$ cat config.mk
export PLATFORM = sky130hd
export DESIGN_NAME = hex_display_driver
export DESIGN_NICKNAME = d
export VERILOG_FILES = /design/src/rtl/hex_display_pkg.sv /design/src/rtl/hex_display_driver_seg7_decode.sv /design/src/rtl/hex_display_driver.sv
export SDC_FILE = /design/constraint.sdc
export NUM_CORES = 1
export LEC_CHECK = 0
export ABC_AREA = 1
export CELL_PAD_IN_SITES_DETAIL_PLACEMENT = 0
export CELL_PAD_IN_SITES_GLOBAL_PLACEMENT = 1
export CORE_AREA = 2 2 126 153
export CTS_BUF_LIST = sky130_fd_sc_hd__clkbuf_8
export DETAILED_ROUTE_END_ITERATION = 7
export DIE_AREA = 0 0 128 155
export HOLD_SLACK_MARGIN = 0.03
export PLACE_DENSITY_LB_ADDON = 0.1
export SKIP_CTS_REPAIR_TIMING = 1
export SLEW_MARGIN = 20
export SYNTH_ARGS = -nofsm -noshare
export SYNTH_HDL_FRONTEND = slang
export SYNTH_SLANG_ARGS = --single-unit
$ cat constraint.sdc
create_clock -name clk -period 4.86 [get_ports clk]
set_clock_uncertainty 0.05 [all_clocks]
set_input_delay 0.972 -clock clk [delete_from_list [all_inputs] [get_ports clk]]
set_output_delay 0.972 -clock clk [all_outputs]
set_load 0.01 [all_outputs]
$ cat src/rtl/hex_display_pkg.sv
// Shared types and segment constants for the multi-digit seven-segment driver.
// Segment patterns are active-low, bit order {g,f,e,d,c,b,a}.
package hex_display_pkg;

   typedef enum logic [1:0] {
      IDLE  = 2'd0,
      SHIFT = 2'd1,
      DONE  = 2'd2
   } state_t;

   localparam logic [6:0] SEG_BLANK = 7'b1111111;
   localparam logic [6:0] SEG_DASH  = 7'b0111111;

   function automatic logic [6:0] hex_to_seg(input logic [3:0] nibble);
      logic [6:0] seg;
      case (nibble)
         4'h0:    seg = 7'b1000000;
         4'h1:    seg = 7'b1111001;
         4'h2:    seg = 7'b0100100;
         4'h3:    seg = 7'b0110000;
         4'h4:    seg = 7'b0011001;
         4'h5:    seg = 7'b0010010;
         4'h6:    seg = 7'b0000010;
         4'h7:    seg = 7'b1111000;
         4'h8:    seg = 7'b0000000;
         4'h9:    seg = 7'b0010000;
         4'hA:    seg = 7'b0001000;
         4'hB:    seg = 7'b0000011;
         4'hC:    seg = 7'b1000110;
         4'hD:    seg = 7'b0100001;
         4'hE:    seg = 7'b0000110;
         default: seg = 7'b0001110;
      endcase
      return seg;
   endfunction

endpackage

$ cat src/rtl/hex_display_driver_seg7_decode.sv
// Combinational nibble to active-low seven-segment pattern.
module seg7_decode
   import hex_display_pkg::*;
(
   input  logic [3:0] nibble,
   output logic [6:0] seg
);

   assign seg = hex_to_seg(nibble);

endmodule

$ cat src/rtl/hex_display_driver.sv
// Latches a value on load and renders it on DIGITS seven-segment displays in hex
// or decimal (double-dabble), with leading-zero blanking, overflow dashes and blink.
module hex_display_driver
   import hex_display_pkg::*;
#(
   parameter int WIDTH     = 32,
   parameter int DIGITS    = 6,
   parameter int BLINK_DIV = 25_000_000
) (
   input  logic                  clk,
   input  logic                  rst_n,
   input  logic                  load,
   input  logic [WIDTH-1:0]      value,
   input  logic                  dec_mode,
   input  logic                  blank_lz,
   input  logic                  blink_en,
   output logic                  busy,
   output logic                  overflow,
   output logic [DIGITS*7-1:0]   segs
);

   localparam int BW    = DIGITS * 4;
   localparam int CNT_W = $clog2(WIDTH + 1);
   localparam int BLK_W = (BLINK_DIV > 1) ? $clog2(BLINK_DIV) : 1;

   // Handshake: load is taken only in a cycle where busy=0; busy stays high until
   // the edge that publishes segs/overflow, and a load the very next cycle is taken.
   state_t              state;
   logic [WIDTH-1:0]    bin;
   logic [BW-1:0]       bcd;
   logic [BW-1:0]       bcd_adj;
   logic [BW-1:0]       value_ext;
   logic [CNT_W-1:0]    shift_cnt;
   logic                blz_r;
   logic                ovf_r;
   logic                hex_ovf;
   logic                leading;
   logic [DIGITS*7-1:0] seg_dec;
   logic [DIGITS*7-1:0] seg_next;
   logic [DIGITS*7-1:0] seg_reg;
   logic [BLK_W-1:0]    blink_cnt;
   logic                blink_on;

   generate
      if (WIDTH > BW) begin : g_wide
         assign value_ext = value[BW-1:0];
         assign hex_ovf   = |value[WIDTH-1:BW];
      end else begin : g_narrow
         assign value_ext = BW'(value);
         assign hex_ovf   = 1'b0;
      end
   endgenerate

   always_comb begin
      bcd_adj = bcd;
      for (int i = 0; i < DIGITS; i++) begin
         if (bcd[4*i +: 4] >= 4'd5) bcd_adj[4*i +: 4] = bcd[4*i +: 4] + 4'd3;
      end
   end

   // The bcd register doubles as the hex digit store, so one decoder bank serves both modes.
   for (genvar g = 0; g < DIGITS; g++) begin : g_dec
      seg7_decode u_dec (
         .nibble (bcd[4*g +: 4]),
         .seg    (seg_dec[7*g +: 7])
      );
   end

   always_comb begin
      leading  = 1'b1;
      seg_next = seg_dec;
      for (int i = DIGITS - 1; i >= 0; i--) begin
         if (bcd[4*i +: 4] != 4'd0) leading = 1'b0;
         if (ovf_r)                              seg_next[7*i +: 7] = SEG_DASH;
         else if (blz_r && leading && (i != 0))  seg_next[7*i +: 7] = SEG_BLANK;
      end
   end

   always_ff @(posedge clk or negedge rst_n) begin
      if (!rst_n) begin
         state     <= IDLE;
         bin       <= '0;
         bcd       <= '0;
         shift_cnt <= '0;
         blz_r     <= 1'b0;
         ovf_r     <= 1'b0;
         busy      <= 1'b0;
         overflow  <= 1'b0;
         seg_reg   <= {DIGITS{SEG_BLANK}};
      end else begin
         case (state)
            IDLE: begin
               if (load) begin
                  blz_r     <= blank_lz;
                  shift_cnt <= '0;
                  busy      <= 1'b1;
                  if (dec_mode) begin
                     bin   <= value;
                     bcd   <= '0;
                     ovf_r <= 1'b0;
                     state <= SHIFT;
                  end else begin
                     bcd   <= value_ext;
                     ovf_r <= hex_ovf;
                     state <= DONE;
                  end
               end
            end
            SHIFT: begin
               ovf_r       <= ovf_r | bcd_adj[BW-1];
               {bcd, bin}  <= {bcd_adj[BW-2:0], bin, 1'b0};
               shift_cnt   <= shift_cnt + 1'b1;
               if (shift_cnt == CNT_W'(WIDTH - 1)) state <= DONE;
            end
            DONE: begin
               seg_reg  <= seg_next;
               overflow <= ovf_r;
               busy     <= 1'b0;
               state    <= IDLE;
            end
            default: state <= IDLE;
         endcase
      end
   end

   always_ff @(posedge clk or negedge rst_n) begin
      if (!rst_n) begin
         blink_cnt <= '0;
         blink_on  <= 1'b1;
      end else if (blink_cnt == BLK_W'(BLINK_DIV - 1)) begin
         blink_cnt <= '0;
         blink_on  <= ~blink_on;
      end else begin
         blink_cnt <= blink_cnt + 1'b1;
      end
   end

   // Blink gating sits after the register so blink_en acts in the same cycle.
   assign segs = (blink_en && !blink_on) ? {DIGITS{SEG_BLANK}} : seg_reg;

endmodule

==> results.md, run 1 <==
* Placed instance count at 1477
* Reg power frac at 33.6%
* Sequential cell area at 3457 sq um
* Synth warn at 0
* First DRT Iteration DRCs at 449
* Area of the multi-input gates at 4245 sq um
* Antenna-violating nets left at 0
* RSZ-0062 raised after global routing: false
* Gr usage total at 23.04%
* Clock share of power at 18.5%
* Cell Area, Synth at 8523 sq um
* Worst skew pair latency at 0.46 ns
* Crit-path cells: clkdlybuf4s50_1 > nand2_1 > buf_4 > nand2_1 > clkdlybuf4s50_1
* Switching Fraction at 44.16%
* CP arrival at 2.39 ns
* Hold Fails Final Rpt at 0
* Largest net degree at the start of global routing at 83
* Crit. End Element: primary output
* Register bit total from synthesis at 136
* Die area at 19840 sq um
* Nets at 1345
* Critical path's largest stage delay at 0.50 ns
* CTS max path bufs at 2
* Wire length per cell at 14.30 um
* NetSw at 0.002627 W
* Post-DP HPWL at 15710 um
* Pwr dens at 599.6 nW/um^2
* Leak at 4.741 nW
* Final core occ at 53.79%
* Critical path origin: blink_en
* Max Clock Freq at 0.2933 GHz
* Num CTS Buffers at 17
* Max rail drop VDD at 0.2991 mV
* Synth cell types at 39
* Crit Path Category: in2out
* Status: complete, no violations
* Min-delay src: blink_on$_DFFE_PN1N_
* Worst EP required at 3.84 ns
* Logic pwr share at 47.9%
* Worst slew margin at 34.75%
* Max cap viols at 0
* Number of remaining DRC errors at 0
* Final worst path period share at 70.15%
* Critical R2R Launch: blink_cnt[0]$_DFF_PN0_
* # port buffers at 81
* Sequential area share after synthesis at 40.56%
* Initial core utilization at 46.21%
* # IOs at 82
* Worst-path clk slew at 0.09 ns
* Fill cells at 1908
* Number of clock sinks at 136
* Initial antenna violation count at 0
* First-pass GRT wire length at 36760 um
* Vias in the first global route at 7306
* GPL Wtd Cong at 0.8721
* Int Power at 0.003321 W
* Chip height at 155 um
* DP Area at 9458 sq um
* TNS Setup at 0 ns
* Post-route cell area at 9920 sq um
* Htree depth at 4
* Slowest-stage cell, CP: clkdlybuf4s50_1
* CP max FO at 42
* Vias per cell at 5.096
* # rows at 55
* Tightest Hold Check Type: reg2reg
* Min Hold Slack at 0.4240 ns
* CORE AREA at 18440 sq um
* Slew @ Worst Pin at 0.9751 ns
* Synth Instances at 1205
* Global route overflow at 0
* # setup viols final at 0
* CP Launch Type: primary input
* Syn Nets at 1282
* Post-layout min period at 3.409 ns
* Mean Syn Cell Area at 7.073 sq um
* TritonCTS clock tree: built
* Largest register FFs at 42
* Pins Over Slew Limit at 0
* Vias at 7690
* Fin cells at 1509
* Synth-to-layout area growth at 16.38%
* Ant diodes at 0
* Root Driver: clkbuf_8
* TritonRoute pass-1 iters at 7
* Routed WL at 21570 um
* Share of cells above drive strength 1 at 7.104%
* Chip Width at 128 um
[layout by cell type, fill, tap and decap left out, types with 7 or more instances in the layout]
master,count
a21boi_0,11
a21oi_1,36
a22oi_1,11
a31oi_1,29
buf_4,7
clkbuf_8,19
clkdlybuf4s50_1,80
dfrtp_1,93
dfstp_2,43
ha_1,39
inv_1,155
nand2_1,351
nand3_1,69
nor2_1,167
nor3_1,15
o211ai_1,11
o21ai_0,68
o22ai_1,14
xor2_1,18
[cell usage after synthesis, drive strengths merged]
master	n	area share [%]
a21boi	11	0.97
a21oi	36	2.1
a22o	1	0.10
a22oi	11	0.97
a2bb2oi	1	0.10
a31oi	29	2.1
a32oi	1	0.10
a41oi	1	0.10
and3	1	0.073
buf	25	1.7
clkbuf	19	0.84
clkinv	3	0.13
dfrtp	93	27
dfstp	43	13
ha	39	5.7
inv	157	7.0
nand2	354	16
nand3	69	4.1
nand3b	2	0.18
nand4	4	0.29
nor2	170	7.6
nor3	15	0.88
o211ai	11	0.97
o21a	1	0.088
o21ai	69	4.1
o221ai	1	0.10
o22ai	14	1.0
o31ai	2	0.18
or2	1	0.073
xnor2	3	0.31
xor2	18	1.8
[logic make-up (layout without fill, tap and decap cells)]
kind of cell	after synthesis	after routing	share of synthesized area, %
xor gates and xnor gates	21	21	2.158
adders and majority gates	39	39	5.725
buffers and inverters	204	280	9.630
AOI/OAI and AO/OA	189	189	13.01
DFF	136	136	40.56
and+or+nand+nor	616	616	28.92
[layout make-up]
cell class,count,share of cell area (%)
Multi-Input combinational cell,865,42.80
Tap cell,228,2.876
Inverter,160,6.105
Clock buffer,19,2.636
Sequential cell,136,34.85
Clock inverter,13,2.018
Timing Repair Buffer,88,8.716
[power by group through the flow]
| stage | clock [W] | combinational [W] | sequential, W |
|---|---|---|---|
| final | 0.00110 | 0.00285 | 0.00200 |
| after floorplan | 0 | 0.00221 | 0.00187 |
| after CTS | 0.00112 | 0.00286 | 0.00200 |
| after global routing | 0.00117 | 0.00332 | 0.00207 |
| after global placement | 0 | 0.00283 | 0.00201 |
| after detailed placement | 0 | 0.00285 | 0.00202 |
[per-layer routing]
metal,part of all wire [%],vias to the layer above,track usage (%)
met1,49,3549,32.39
met3,3.5,22,3.576
li1,-,3946,-
met2,47,173,37.48
met4,1.2,0,5.599
met5,0,-,0
[metrics by stage]
step	total power, W	setup WS (ns)
floorplan	0.004081	2.335
global placement	0.004842	1.457
detailed placement	0.004870	1.434
CTS	0.005985	1.437
global route	0.006556	1.357
finish	0.005948	1.451
[final timing paths]
kind                                                 to  slack [ns]  cells past startpoint
worst max register to register  blink_cnt[20]$_DFF_PN0_        2.47                      6
worst min-delay path               blink_on$_DFFE_PN1N_        0.42                      2
worst min register to register     blink_on$_DFFE_PN1N_        0.42                      2
min in group asynchronous           bcd[23]$_DFFE_PN0P_        0.52                      1
max in group asynchronous       seg_reg[12]$_DFFE_PN1P_        3.30                      2
worst max-delay path                            segs[1]        1.45                      5
[worst max-delay path: cells and delay by family]
| family | cells | cell delay, ns |
|---|---|---|
| buffers and inverters | 3 | 1.24 |
| AND/OR/NAND/NOR | 2 | 0.17 |
(Power assumes the default switching activity.)
==> inputs of run 2 (changes only) <==
--- a/config.mk
+++ b/config.mk
@@ -8,10 +8,10 @@
 export ABC_AREA = 1
 export CELL_PAD_IN_SITES_DETAIL_PLACEMENT = 0
 export CELL_PAD_IN_SITES_GLOBAL_PLACEMENT = 1
-export CORE_AREA = 2 2 126 153
+export CORE_AREA = 2 2 132 160
 export CTS_BUF_LIST = sky130_fd_sc_hd__clkbuf_8
 export DETAILED_ROUTE_END_ITERATION = 7
-export DIE_AREA = 0 0 128 155
+export DIE_AREA = 0 0 134 162
 export HOLD_SLACK_MARGIN = 0.03
 export PLACE_DENSITY_LB_ADDON = 0.1
 export SKIP_CTS_REPAIR_TIMING = 1
==> constraint.sdc (replaced) <==
create_clock -name clk -period 3.4 [get_ports clk]
set_clock_uncertainty 0.05 [all_clocks]
set_input_delay 0.68 -clock clk [delete_from_list [all_inputs] [get_ports clk]]
set_output_delay 0.68 -clock clk [all_outputs]
set_load 0.01 [all_outputs]
==> results.md, run 2 (synthesis gave the netlist of run 1 again) <==
* First DRT Iteration DRCs at 400 (was 449)
* CP Launch Type: primary input (unchanged)
* Largest net degree at the start of global routing at 63 (was 83)
* Crit Path Category: in2out (unchanged)
* Vias in the first global route at 7242 (was 7306)
* TritonCTS clock tree: built (unchanged)
* Tightest Hold Check Type: in2async (was reg2reg)
* # port buffers at 81 (unchanged)
* Num CTS Buffers at 17 (unchanged)
* # setup viols final at 0 (unchanged)
* Worst slew margin at 58.48% (was 34.75%)
* Area of the multi-input gates at 4245 sq um (unchanged)
* Most common cell after layout, fill and taps aside: nand2_1 (unchanged)
* Slew @ Worst Pin at 0.6213 ns (was 0.9751 ns)
* Global route overflow at 0 (unchanged)
* Pwr dens at 842.0 nW/um^2 (was 599.6 nW/um^2)
* Chip height at 162 um (was 155 um)
* Initial core utilization at 42.53% (was 46.21%)
* First-pass GRT wire length at 36800 um (was 36760 um)
* # rows at 57 (was 55)
* CP max FO at 26 (was 42)
* Synth-to-layout area growth at 17.29% (was 16.38%)
* Status: complete, no violations (unchanged)
* Initial antenna violation count at 0 (unchanged)
* Vias at 7670 (was 7690)
* Antenna-violating nets left at 0 (unchanged)
* Worst EP required at 2.67 ns (was 3.84 ns)
* Max cap viols at 0 (unchanged)
* Min Hold Slack at 0.1499 ns (was 0.4240 ns)
* Crit. End Element: primary output (unchanged)
* Nets at 1351 (was 1345)
* Hold Fails Final Rpt at 0 (unchanged)
* Worst-path clk slew at 0.09 ns (about the same)
* Vias per cell at 4.942 (was 5.096)
* Htree depth at 4 (unchanged)
* Max Clock Freq at 0.3587 GHz
* Pins Over Slew Limit at 0 (unchanged)
* Fill cells at 2078 (was 1908)
* Number of clock sinks at 136 (unchanged)
* Leak at 4.756 nW (was 4.741 nW)
* Sequential cell area at 3457 sq um (unchanged)
* CORE AREA at 20040 sq um (was 18440 sq um)
* Routed WL at 21740 um (was 21570 um)
* Share of cells above drive strength 1 at 7.692% (was 7.104%)
* Worst R2R Setup Slack at 1.20 ns (was 2.47 ns)
* R2R Path End: blink_cnt[1]$_DFF_PN0_ (was blink_cnt[20]$_DFF_PN0_)
* Gr usage total at 21.03% (was 23.04%)
* TritonRoute pass-1 iters at 5 (was 7)
* Max rail drop VDD at 0.4293 mV (was 0.2991 mV)
* Commonest non-fill, non-tap cells in the layout: 351 x nand2_1, 167 x nor2_1, 154 x inv_1 (was 351 x nand2_1, 167 x nor2_1, 155 x inv_1)
* TNS Setup at 0 ns (unchanged)
* GPL Wtd Cong at 0.8551 (was 0.8721)
* Final core occ at 49.88% (was 53.79%)
* Largest register FFs at 42 (unchanged)
* Critical R2R Launch: blink_cnt[0]$_DFF_PN0_ (unchanged)
* Wire length per cell at 14.01 um (was 14.30 um)
* Post-layout min period at 2.788 ns
* CP arrival at 2.06 ns (was 2.39 ns)
* Post-DP HPWL at 15880 um (was 15710 um)
* Chip Width at 134 um (was 128 um)
* Root Driver: clkbuf_8 (unchanged)
* Number of remaining DRC errors at 0 (unchanged)
* Worst reg2reg path depth at 6 (unchanged)
* Ant diodes at 0 (unchanged)
* # IOs at 82 (unchanged)
* CTS max path bufs at 2 (unchanged)
* Final worst path period share at 82.00%
* Worst skew pair latency at 0.46 ns (about the same)
* RSZ-0062 raised after global routing: false (unchanged)
* Die area at 21710 sq um (was 19840 sq um)
[run 2: cell types whose count changed in the layout (fill, tap and decap cells not counted), sizes merged]
cell / previous run / this run
bufinv: 5 / 4
clkbuf: 19 / 17
clkinv: 6 / 8
clkinvlp: 1 / 2
buf: 8 / 14
[run 2: critical path, cell delays in order]
cell and delay (ns):
clkdlybuf4s50_1 0.45, nand2_1 0.06, buf_4 0.22, nand2_1 0.10
clkdlybuf4s50_1 0.53
[run 2: area by class of cell]
cell class	instances	share of cell area [%]
clock buffer	17	2.340
inverter	160	6.058
sequential	136	34.58
tap	265	3.317
multi-input combinational	865	42.47
timing repair buffer	94	9.224
clock inverter	15	2.015
[run 2: per-stage QoR]
step | instance area [sq um] | std cells | setup slack [ns] | total power (W)
final | 9997 | 1552 | 0.6120 | 0.008418
after global routing | 9997 | 1552 | 0.5166 | 0.009262
after CTS | 9997 | 1552 | 0.6008 | 0.008490
after detailed placement | 9562 | 1520 | 0.6054 | 0.006966
after global placement | 9562 | 1520 | 0.6244 | 0.006945
after floorplan | 8523 | 1205 | 1.459 | 0.005833
[run 2: how the worst max path moves through the flow]
stage | startpoint | endpoint | slack (ns) | cells past startpoint
finish | blink_en | segs[26] | 0.61 | 5
floorplan | blink_en | segs[10] | 1.46 | 3
CTS | blink_en | segs[26] | 0.60 | 5
global route | blink_en | segs[24] | 0.52 | 5
global placement | blink_en | segs[30] | 0.62 | 5
detailed placement | blink_en | segs[26] | 0.61 | 5
[run 2: report_power, final]
group	total [W]	internal, W	leakage [nW]	switching (W)
clock	0.00150	0.000803	0.218	0.000695
sequential	0.00286	0.00235	1.59	0.000507
combinational	0.00406	0.00150	2.94	0.00256
total	0.00842	0.00466	4.76	0.00376
[run 2: layer usage]
layer	vias to the layer above	track usage (%)	share of wire [%]
li1	3972	-	-
met1	3529	30.01	51
met2	144	32.77	45
met3	25	3.308	3.0
met4	0	6.721	1.7
met5	-	0	0
